**src/rtl/rgb_layer_compositor.sv**
```systemverilog
// rgb_layer_compositor: merges the player, header, bullet and enemy0 sprite layers
// into one VGA RGB value using fixed priority instead of a bitwise OR.
//   - Two-stage pixel pipeline that advances only on pix_en.
//   - Frame-counted flash FSM (IDLE / FLASH_ON / FLASH_OFF) that blinks enemy0.
//   - Optional per-frame bullet/enemy overlap flag, built only when the macro
//     RGB_COLLISION_EN is defined; otherwise collision is tied low.
// Handshake: there is no valid/ready pair. pix_en is a one-cycle qualifier.
// A layer sample presented on pix_en tick k appears on content after tick k+1.
module rgb_layer_compositor #(
  parameter logic [5:0] BG_COLOR     = 6'b000000,
  parameter logic [5:0] FLASH_COLOR  = 6'b111111,
  parameter logic [7:0] FLASH_FRAMES = 8'd8,
  parameter logic [3:0] BLINK_FRAMES = 4'd2
) (
  input  logic       clk,
  input  logic       rst_n,
  input  logic       pix_en,
  input  logic       video_on,
  input  logic       vsync_start,
  input  logic [5:0] player,
  input  logic [5:0] header,
  input  logic [5:0] bullet,
  input  logic [5:0] enemy0,
  input  logic       hit_pulse,
  output logic [5:0] content,
  output logic       flashing,
  output logic       collision
);

  typedef enum logic [1:0] {
    IDLE      = 2'd0,
    FLASH_ON  = 2'd1,
    FLASH_OFF = 2'd2
  } flash_state_e;

  flash_state_e state_q, state_d;
  logic [7:0]   frame_cnt_q, frame_cnt_d;
  logic [3:0]   blink_cnt_q, blink_cnt_d;
  logic         flashing_q;

  logic [5:0]   s1_player_q, s1_header_q, s1_bullet_q, s1_enemy_q;
  logic         s1_video_q;
  logic [5:0]   content_q, content_d;

  // Counters saturate at zero rather than wrapping.
  logic [7:0]   frame_dec;
  logic [3:0]   blink_dec;
  assign frame_dec = (frame_cnt_q != 8'd0) ? frame_cnt_q - 8'd1 : 8'd0;
  assign blink_dec = (blink_cnt_q != 4'd0) ? blink_cnt_q - 4'd1 : 4'd0;

  // Stage 1: capture the raw layers and the display-enable flag.
  always_ff @(posedge clk or negedge rst_n) begin
    if (!rst_n) begin
      s1_player_q <= '0;
      s1_header_q <= '0;
      s1_bullet_q <= '0;
      s1_enemy_q  <= '0;
      s1_video_q  <= 1'b0;
    end else if (pix_en) begin
      s1_player_q <= player;
      s1_header_q <= header;
      s1_bullet_q <= bullet;
      s1_enemy_q  <= enemy0;
      s1_video_q  <= video_on;
    end
  end

  // Priority select: header > player > bullet > enemy0 > background; enemy0 is
  // replaced by the flash colour while the FSM is in its on phase.
  always_comb begin
    content_d = BG_COLOR;
    if (!s1_video_q) begin
      content_d = 6'd0;
    end else if (s1_header_q != 6'd0) begin
      content_d = s1_header_q;
    end else if (s1_player_q != 6'd0) begin
      content_d = s1_player_q;
    end else if (s1_bullet_q != 6'd0) begin
      content_d = s1_bullet_q;
    end else if (s1_enemy_q != 6'd0) begin
      content_d = (state_q == FLASH_ON) ? FLASH_COLOR : s1_enemy_q;
    end
  end

  // Stage 2: register the composited pixel.
  always_ff @(posedge clk or negedge rst_n) begin
    if (!rst_n) begin
      content_q <= '0;
    end else if (pix_en) begin
      content_q <= content_d;
    end
  end

  // Flash FSM next state. A hit always reloads both counters and wins over a
  // coincident vsync_start; reaching frame 0 wins over a blink toggle.
  always_comb begin
    state_d     = state_q;
    frame_cnt_d = frame_cnt_q;
    blink_cnt_d = blink_cnt_q;
    case (state_q)
      IDLE: begin
        if (hit_pulse) begin
          state_d     = FLASH_ON;
          frame_cnt_d = FLASH_FRAMES;
          blink_cnt_d = BLINK_FRAMES;
        end
      end
      FLASH_ON, FLASH_OFF: begin
        if (hit_pulse) begin
          state_d     = FLASH_ON;
          frame_cnt_d = FLASH_FRAMES;
          blink_cnt_d = BLINK_FRAMES;
        end else if (vsync_start) begin
          if (frame_dec == 8'd0) begin
            state_d     = IDLE;
            frame_cnt_d = 8'd0;
            blink_cnt_d = 4'd0;
          end else if (blink_dec == 4'd0) begin
            state_d     = (state_q == FLASH_ON) ? FLASH_OFF : FLASH_ON;
            frame_cnt_d = frame_dec;
            blink_cnt_d = BLINK_FRAMES;
          end else begin
            frame_cnt_d = frame_dec;
            blink_cnt_d = blink_dec;
          end
        end
      end
      default: begin
        state_d     = IDLE;
        frame_cnt_d = 8'd0;
        blink_cnt_d = 4'd0;
      end
    endcase
  end

  // Flash FSM state, counters and the registered flashing flag; runs on every clk.
  always_ff @(posedge clk or negedge rst_n) begin
    if (!rst_n) begin
      state_q     <= IDLE;
      frame_cnt_q <= 8'd0;
      blink_cnt_q <= 4'd0;
      flashing_q  <= 1'b0;
    end else begin
      state_q     <= state_d;
      frame_cnt_q <= frame_cnt_d;
      blink_cnt_q <= blink_cnt_d;
      flashing_q  <= (state_d != IDLE);
    end
  end

`ifdef RGB_COLLISION_EN
  logic collision_q;

  // Sticky overlap flag: set by a visible bullet/enemy overlap in stage 1,
  // cleared at frame start; the clear wins if both happen together.
  always_ff @(posedge clk or negedge rst_n) begin
    if (!rst_n) begin
      collision_q <= 1'b0;
    end else if (vsync_start) begin
      collision_q <= 1'b0;
    end else if (pix_en && s1_video_q && (s1_bullet_q != 6'd0) && (s1_enemy_q != 6'd0)) begin
      collision_q <= 1'b1;
    end
  end

  assign collision = collision_q;
`else
  assign collision = 1'b0;
`endif

  assign content  = content_q;
  assign flashing = flashing_q;

endmodule

```
**config.mk**
```make
export PLATFORM = sky130hd
export DESIGN_NAME = rgb_layer_compositor
export DESIGN_NICKNAME = d
export VERILOG_FILES = /design/src/rtl/rgb_layer_compositor.sv
export SDC_FILE = /design/constraint.sdc
export NUM_CORES = 1
export LEC_CHECK = 0
export ABC_AREA = 1
export BUFFER_PORTS_ARGS = -buffer_cell sky130_fd_sc_hd__buf_2
export CORE_MARGIN = 2
export CORE_UTILIZATION = 35
export CTS_CLUSTER_SIZE = 10
export DETAILED_ROUTE_END_ITERATION = 8
export SLEW_MARGIN = 20
export SYNTH_ARGS = -nofsm -noshare
export SYNTH_HDL_FRONTEND = slang
export SYNTH_SLANG_ARGS = --single-unit
```
**constraint.sdc**
```tcl
create_clock -name clk -period 4.65 [get_ports clk]
set_input_delay 0.2325 -clock clk [delete_from_list [all_inputs] [get_ports clk]]
set_output_delay 0.2325 -clock clk [all_outputs]
set_load 0.02 [all_outputs]
```
==> key figures, run 1 <==
Pwr
  – Seq pwr share: 0.370
  – VDD IR max: around 190 uV
  – Clock group share of total power: 0.169
  – Sw Share: 0.438
  – Static Leak: roughly 1.5 nW
  – Cell-internal power: just over 0.8 mW
  – P per Cell Area: 525 nW/um^2
  – Switching pwr: 0.632 mW
  – Combinational share of power: 0.461

Synth
  – Post-synth design cell area: about 2400 sq um
  – Complex-gate fraction of the synthesized area: 0.110
  – Mapped Avg Cell Area: ~7.5 sq um
  – Flops & latches, synth: 46
  – Warnings, synthesis: 0
  – XOR/XNOR Fraction of Synth Area: 0.00366
  – Post-Synthesis Cells: ~320
  – Largest family of logic cells by synthesized area: simple AND/OR/NAND/NOR gates
  – Post-synthesis sequential area ratio: 0.480
  – Post-Syn Nets: ~360
  – Yosys cell types: 25
  – Area share of fa/ha/maj cells after synthesis: 0.0261
  – Proportion of synthesized area in mux cells: 0
  – Synth Area in Simple Gates: 0.285

Routing
  – Drt pass-1 iters: 5
  – Vias: between 2,000 and 2,500
  – Routed wire length: between 5000 and 6000 um
  – Drt initial violations: between 60 and 70
  – Via density: 4.82
  – DR WL/cell: 11.6 um
  – DRC violations left: 0
  – Final ANT Viol Nets: 0

Setup path
  – R2r startpoint: frame_cnt_q[0]$_DFFE_PN0P_
  – Crit Path Max Fanout: 9
  – FF-to-FF path depth: 15
  – Reg2reg setup slack: 2830 ps
  – Setup crit end kind: flop
  – Required @ worst endpoint: 4840 ps
  – Worst setup path category: reg -> reg
  – Nature of the critical path startpoint: flop
  – Arr. time, crit path: around 2000 ps
  – Reg2reg end: flashing$_DFF_PN0_

Cells and area
  – Final #Nets: between 300 and 400
  – N_diodes: 0
  – Register area: 1150 sq um
  – Post-Layout Inst Area: about 2700 sq um
  – Area grow syn2layout: 14.6%
  – Final std cells w/o fill: approximately 440
  – Layout cells sized above 1: 0.162
  – Multi-input gate area: between 1000 and 1500 sq um
  – FILL cells: just over 700

Hold path
  – Hold Crit Class: in -> reg
  – Hold_sp: enemy0[0]
  – Hold path depth: 3
  – End of the worst hold path: s1_enemy_q[0]$_DFFE_PN0P_

Global route
  – Global Route met3 Usage: 0.0276
  – GRT Residual Overflow: 0
  – Total Routing Usage GR: 0.148
  – Largest net degree at the start of global routing: between 40 and 50
  – Most Used Layer, Global Route: met2
  – Met2 usage: 0.262
  – Vias in the first global route: approximately 2,100
  – Met1 GRT Util: 0.185
  – First-pass GRT wire length: approximately 9000 um
  – Initial antenna violation count: 0

STA
  – Unrepaired setup endpoints after global routing: false
  – Slew Viols, Final: 0
  – Slew HR: 0.550
  – Min Tclk post-route: 1820 ps
  – Worst slew pin tran: around 670 ps
  – Post-Route Setup TNS: 0 ps
  – Count of final setup violators: 0
  – Final hold vios: 0
  – Final period utilization: 0.391
  – Max Freq: roughly 550 MHz
  – Final hold slack: around 130 ps
  – Clock skew: just under 8 ps

Die
  – Die ar.: between 7000 and 8000 sq um
  – Core Footprint: ~6700 sq um
  – Row Count: 30
  – Chip width: 86.7 um
  – Initial core utilization: 0.357
  – Die height: 86.7 um
  – IO Pins: 38

Clock network
  – Root buf cell: clkbuf_8
  – TritonCTS clock tree: built
  – CTS Buffer Depth: 2
  – Number of buffers created by CTS: 5
  – Clk pin slew, worst setup/hold paths: roughly 90 ps
  – Worst-Skew Late Latency: between 200 and 300 ps
  – Clock sink count: 46
  – CTS H-Tree Depth: 2

Placed design
  – DPL Wire Length: 3770 um
  – Final Wtd Congestion: around 0.85
  – Dpl cell area: 2640 sq um
  – Number of buffers added on ports: 36
  – Placed insts: approximately 430

Outcome
  – Status: completed

Flow run
  – Maxcap violations: 0
==> synth_stat cells (all sizes together) <==
cell type  number  area share
nand2         106        0.17
inv            51       0.080
dfrtp          46        0.48
o21ai          31       0.065
nor2           23       0.042
nand3          22       0.048
a21oi           8       0.017
nand4           8       0.021
clkbuf          7       0.011
o22ai           7       0.018
ha              5       0.026
a211oi          1      0.0031
a32oi           1      0.0037
buf             1      0.0031
conb            1      0.0016
nor3            1      0.0021
o211ai          1      0.0031
xor2            1      0.0037
==> per-stage QoR <==
step                      power [mW]  utilization  worst slack, ps
final                           1.44        0.409             2830
after global routing            1.57        0.409             2600
after CTS                       1.46        0.407             2810
after detailed placement        1.20        0.393             2820
after global placement          1.20        0.393             2850
after floorplan                 1.06            -             3010
==> critical path, stage by stage (launching register included) <==
cell and delay [ps]:
dfrtp_1 380, inv_2 120, ha_1 160, inv_1 40, nor2_2 140, nand2_4 100, nand3_1 110, nand2_1 80
nor2_2 90, nand3_2 130, nand2_1 90, nand2_1 50, nand2_1 70, nand2_1 50, nand2_1 70, nand2_1 50
==> repair_timing <==
action,CTS,global route
setup buffers,0,0
hold endpoints to repair,0,46
hold buffers,0,1
gates resized for setup,0,0
endpoints found under the setup margin,0,0
==> routing by layer <==
layer	vias up	wire length [um]
li1	1079	-
met1	984	2290
met2	42	2520
met3	5	216
met4	0	42
met5	-	0
==> cell usage in the layout, fill, tap and decap left out, types with 2 or more instances in the layout <==
cell and count:
nand2_1 103, dfrtp_1 46, inv_1 45, buf_2 35, o21ai_0 30, nand3_1 21
nor2_1 19, a21oi_1 8, nand4_1 8, o22ai_1 7, inv_2 6, ha_1 5
clkbuf_8 5, nor2_2 3, nand2_2 2
==> logic make-up after synthesis <==
logic type / count (synthesis)
and+or+nand+nor: 160
buffers and inverters: 59
AOI/OAI and AO/OA: 49
DFF: 46
adders and majority gates: 5
xor gates and xnor gates: 1
other: 1
==> worst max-delay path by stage <==
| stage | cells after the start | to | slack (ps) | start |
|---|---|---|---|---|
| 3_3_place_gp | 11 | flashing$_DFF_PN0_ | 2850 | frame_cnt_q[0]$_DFFE_PN0P_ |
| 4_1_cts | 15 | flashing$_DFF_PN0_ | 2810 | frame_cnt_q[0]$_DFFE_PN0P_ |
| 6_report | 15 | flashing$_DFF_PN0_ | 2830 | frame_cnt_q[0]$_DFFE_PN0P_ |
| 2_1_floorplan | 15 | flashing$_DFF_PN0_ | 3010 | frame_cnt_q[0]$_DFFE_PN0P_ |
| 3_5_place_dp | 15 | flashing$_DFF_PN0_ | 2820 | frame_cnt_q[0]$_DFFE_PN0P_ |
| 5_1_grt | 15 | flashing$_DFF_PN0_ | 2600 | frame_cnt_q[0]$_DFFE_PN0P_ |
==> power by group through the flow <==
| stage | combinational (mW) | clock (mW) | sequential, mW |
|---|---|---|---|
| floorplan | 0.518 | 0 | 0.538 |
| global placement | 0.659 | 0 | 0.539 |
| detailed placement | 0.663 | 0 | 0.541 |
| CTS | 0.666 | 0.256 | 0.534 |
| global route | 0.756 | 0.270 | 0.546 |
| finish | 0.665 | 0.244 | 0.533 |
==> area by class of cell <==
type                       instances  area share
sequential                        46       0.419
multi-input combinational        216       0.371
timing repair buffer              37      0.0702
inverter                          51      0.0697
tap                               80      0.0365
clock buffer                       5      0.0251
clock inverter                     3     0.00775
==> registers in the layout (all words and copies together), names as in the netlist, 2 cells and up <==
signal,count
content,6
frame_cnt_q,8
s1_enemy_q,6
s1_player_q,6
s1_header_q,6
state_q,2
s1_bullet_q,6
blink_cnt_q,4
Note: power is estimated with default switching activity, not from simulation.
==> run 2: changes to the inputs <==
==> constraint.sdc (replaced) <==
create_clock -name clk -period 1.6 [get_ports clk]
set_input_delay 0.08 -clock clk [delete_from_list [all_inputs] [get_ports clk]]
set_output_delay 0.08 -clock clk [all_outputs]
set_load 0.02 [all_outputs]
==> key figures, run 2 (synthesis gave the netlist of run 1 again) <==
Cells and area
  – Layout cells sized above 1: 0.280 (+0.118)
  – Area grow syn2layout: 39.8%
  – Post-Layout Inst Area: 3350 sq um (+22%)
  – Final #Nets: 446 (+14%)
  – N_diodes: 0 (unchanged)
  – Most flops, register: frame_cnt_q
  – Most frequent cells in the layout: nand2_1, dfrtp_1, inv_1
  – Max reg flops: 8 (unchanged)
  – Commonest non-fill, non-tap cell in the layout: nand2_1
  – Final std cells w/o fill: 491 (+12%)

Outcome
  – Status: finished, violations left
  – Failing checks: setup timing

Setup path
  – Reg2reg setup slack: -100 ps (-2930 ps)
  – Critical Path Source: frame_cnt_q[1]$_DFFE_PN0P_
  – Worst setup path category: reg -> reg
  – R2r startpoint: frame_cnt_q[1]$_DFFE_PN0P_
  – Nature of the critical path startpoint: flop
  – Crit Path Max Fanout: 8 (-1)
  – Required @ worst endpoint: 1790 ps (-3050 ps)
  – Arr. time, crit path: 1890 ps (-120 ps)
  – Setup crit end kind: flop
  – Critical path's slowest cell: dfrtp_1
  – Crit path cell chain: inv_2 > ha_4 > inv_2 > nor2_4 > nand2_4 > nand3_2 > nand2_1 > nor2_2 > nand3_2 > buf_4 > buf_6 > nand3_1 > a21oi_1
  – Max stage delay on crit path: 390 ps (about the same)
  – FF-to-FF path depth: 13 (-2)
  – Reg2reg end: blink_cnt_q[3]$_DFFE_PN0P_

Placed design
  – Dpl cell area: 2870 sq um (+8.4%)
  – Number of buffers added on ports: 36 (unchanged)
  – Final Wtd Congestion: 0.873 (+2.2%)
  – Placed insts: 457 (+6.5%)
  – DPL Wire Length: 4020 um (+6.9%)

Hold path
  – End of the worst hold path: s1_player_q[4]$_DFFE_PN0P_
  – Hold_sp: player[4]
  – Hold path depth: 3 (unchanged)
  – Hold Crit Class: in -> reg

Clock network
  – CTS Buffer Depth: 2 (unchanged)
  – Clk pin slew, worst setup/hold paths: 80 ps (about the same)
  – Root buf cell: clkbuf_8
  – TritonCTS clock tree: built
  – Worst-Skew Late Latency: 300 ps (about the same)
  – Number of buffers created by CTS: 5 (unchanged)
  – Clock sink count: 46 (unchanged)
  – CTS H-Tree Depth: 2 (unchanged)

STA
  – Unrepaired setup endpoints after global routing: true
  – Max Freq: 587 MHz (+6.9%)
  – Final period utilization: 1.06 (+0.673)
  – Post-Route Setup TNS: -383 ps (-383 ps)
  – Clock skew: 8.36 ps (+0.422 ps)
  – Fin worst setup slack: -102 ps (-2930 ps)
  – Final hold vios: 0 (unchanged)
  – Min Tclk post-route: 1700 ps (-118 ps)
  – Slew Viols, Final: 0 (unchanged)
  – Count of final setup violators: 7 (+7)

Die
  – Chip width: 86.7 um (unchanged)
  – IO Pins: 38 (unchanged)
  – Row Count: 30 (unchanged)
  – Core Footprint: 6720 sq um (unchanged)
  – Die ar.: 7520 sq um (unchanged)
  – Initial core utilization: 0.357 (unchanged)
  – Die height: 86.7 um (unchanged)

Routing
  – DRC violations left: 0 (unchanged)
  – Routed wire length: 5820 um (+15%)
  – Final ANT Viol Nets: 0 (unchanged)
  – Via density: 4.67 (-3.1%)
  – Drt initial violations: 78 (+16%)
  – Drt pass-1 iters: 4 (-1)
  – Vias: 2,293 (+8.7%)
  – DR WL/cell: 11.9 um (+2.7%)

Flow run
  – Maxcap violations: 0 (unchanged)

Global route
  – First-pass GRT wire length: 9740 um (+8.5%)
  – Largest net degree at the start of global routing: 28 (-40%)
  – Vias in the first global route: 2,248 (+7.2%)
  – Initial antenna violation count: 0 (unchanged)
  – Total Routing Usage GR: 0.163 (+0.0149)
  – GRT Residual Overflow: 0 (unchanged)

Pwr
  – P per Cell Area: 1640 nW/um^2 (+210%)
  – VDD IR max: 547 uV (+190%)
  – Static Leak: 1.77 nW (+18%)
==> run 2: cell count changes in the layout (fill, tap and decap cells not counted), sizes merged <==
cell and delta:
buf +31, dlygate4sd3 +23, clkinv -2, bufinv +1
clkbuf +1, clkinvlp -1
==> run 2: layer usage <==
| layer | wire, um | share of wire | up-vias | global-route usage |
|---|---|---|---|---|
| li1 | - | - | 1192 | - |
| met1 | 2710 | 0.46 | 1053 | 0.210 |
| met2 | 2850 | 0.49 | 41 | 0.278 |
| met3 | 195 | 0.033 | 7 | 0.0333 |
| met4 | 72 | 0.012 | 0 | 0.0483 |
| met5 | 0 | 0 | - | 0 |
==> run 2: repair_timing <==
item / 4_1_cts / 5_1_grt
gates resized for setup: 11 / 26
endpoints found under the hold margin: 41 / 1
setup buffers: 0 / 3
hold buffers: 23 / 1
pin swaps: 6 / 9
gates cloned: 0 / 0
setup endpoints to repair: 12 / 21
==> run 2: area by class of cell <==
cell class | instances | area, sq um
Timing Repair Buffer | 91 | 669
Multi-Input combinational cell | 216 | 1120
Clock buffer | 6 | 82.6
Tap cell | 80 | 100
Inverter | 51 | 191
Clock inverter | 1 | 30.0
Fill cell | 657 | 3370
Sequential cell | 46 | 1150
==> run 2: stage by stage <==
step / worst slack [ps] / power [mW] / hold WS (ps) / utilization
6_report: -102 / 5.49 / 4.15 / 0.499
5_1_grt: -238 / 5.97 / 4.47 / 0.499
3_5_place_dp: -65.8 / 4.08 / 69.7 / 0.426
2_1_floorplan: -14.7 / 3.07 / -216 / -
3_3_place_gp: -37.7 / 4.06 / 68.7 / 0.426
4_1_cts: -42.3 / 5.16 / 0.0245 / 0.483
==> run 2: critical path, delay by kind of cell, from the launching register on <==
| family | cells | cell delay [ps] |
|---|---|---|
| buf+inv | 4 | 390 |
| simple gates | 7 | 620 |
| compound gates | 1 | 70 |
| fa+ha+maj | 1 | 140 |
| flops | 1 | 390 |
==> run 2: power breakdown <==
part / internal, mW / total, mW / switching (mW)
clock: 0.500 / 0.895 / 0.395
combinational: 1.41 / 3.04 / 1.62
sequential: 1.38 / 1.55 / 0.170
==> run 2: how the worst max path moves through the flow <==
stage,endpoint,slack [ps],cells after the start
finish,blink_cnt_q[3]$_DFFE_PN0P_,-100,13
global route,flashing$_DFF_PN0_,-240,15
CTS,flashing$_DFF_PN0_,-40,15
detailed placement,flashing$_DFF_PN0_,-70,15
global placement,flashing$_DFF_PN0_,-40,15
floorplan,flashing$_DFF_PN0_,-10,15
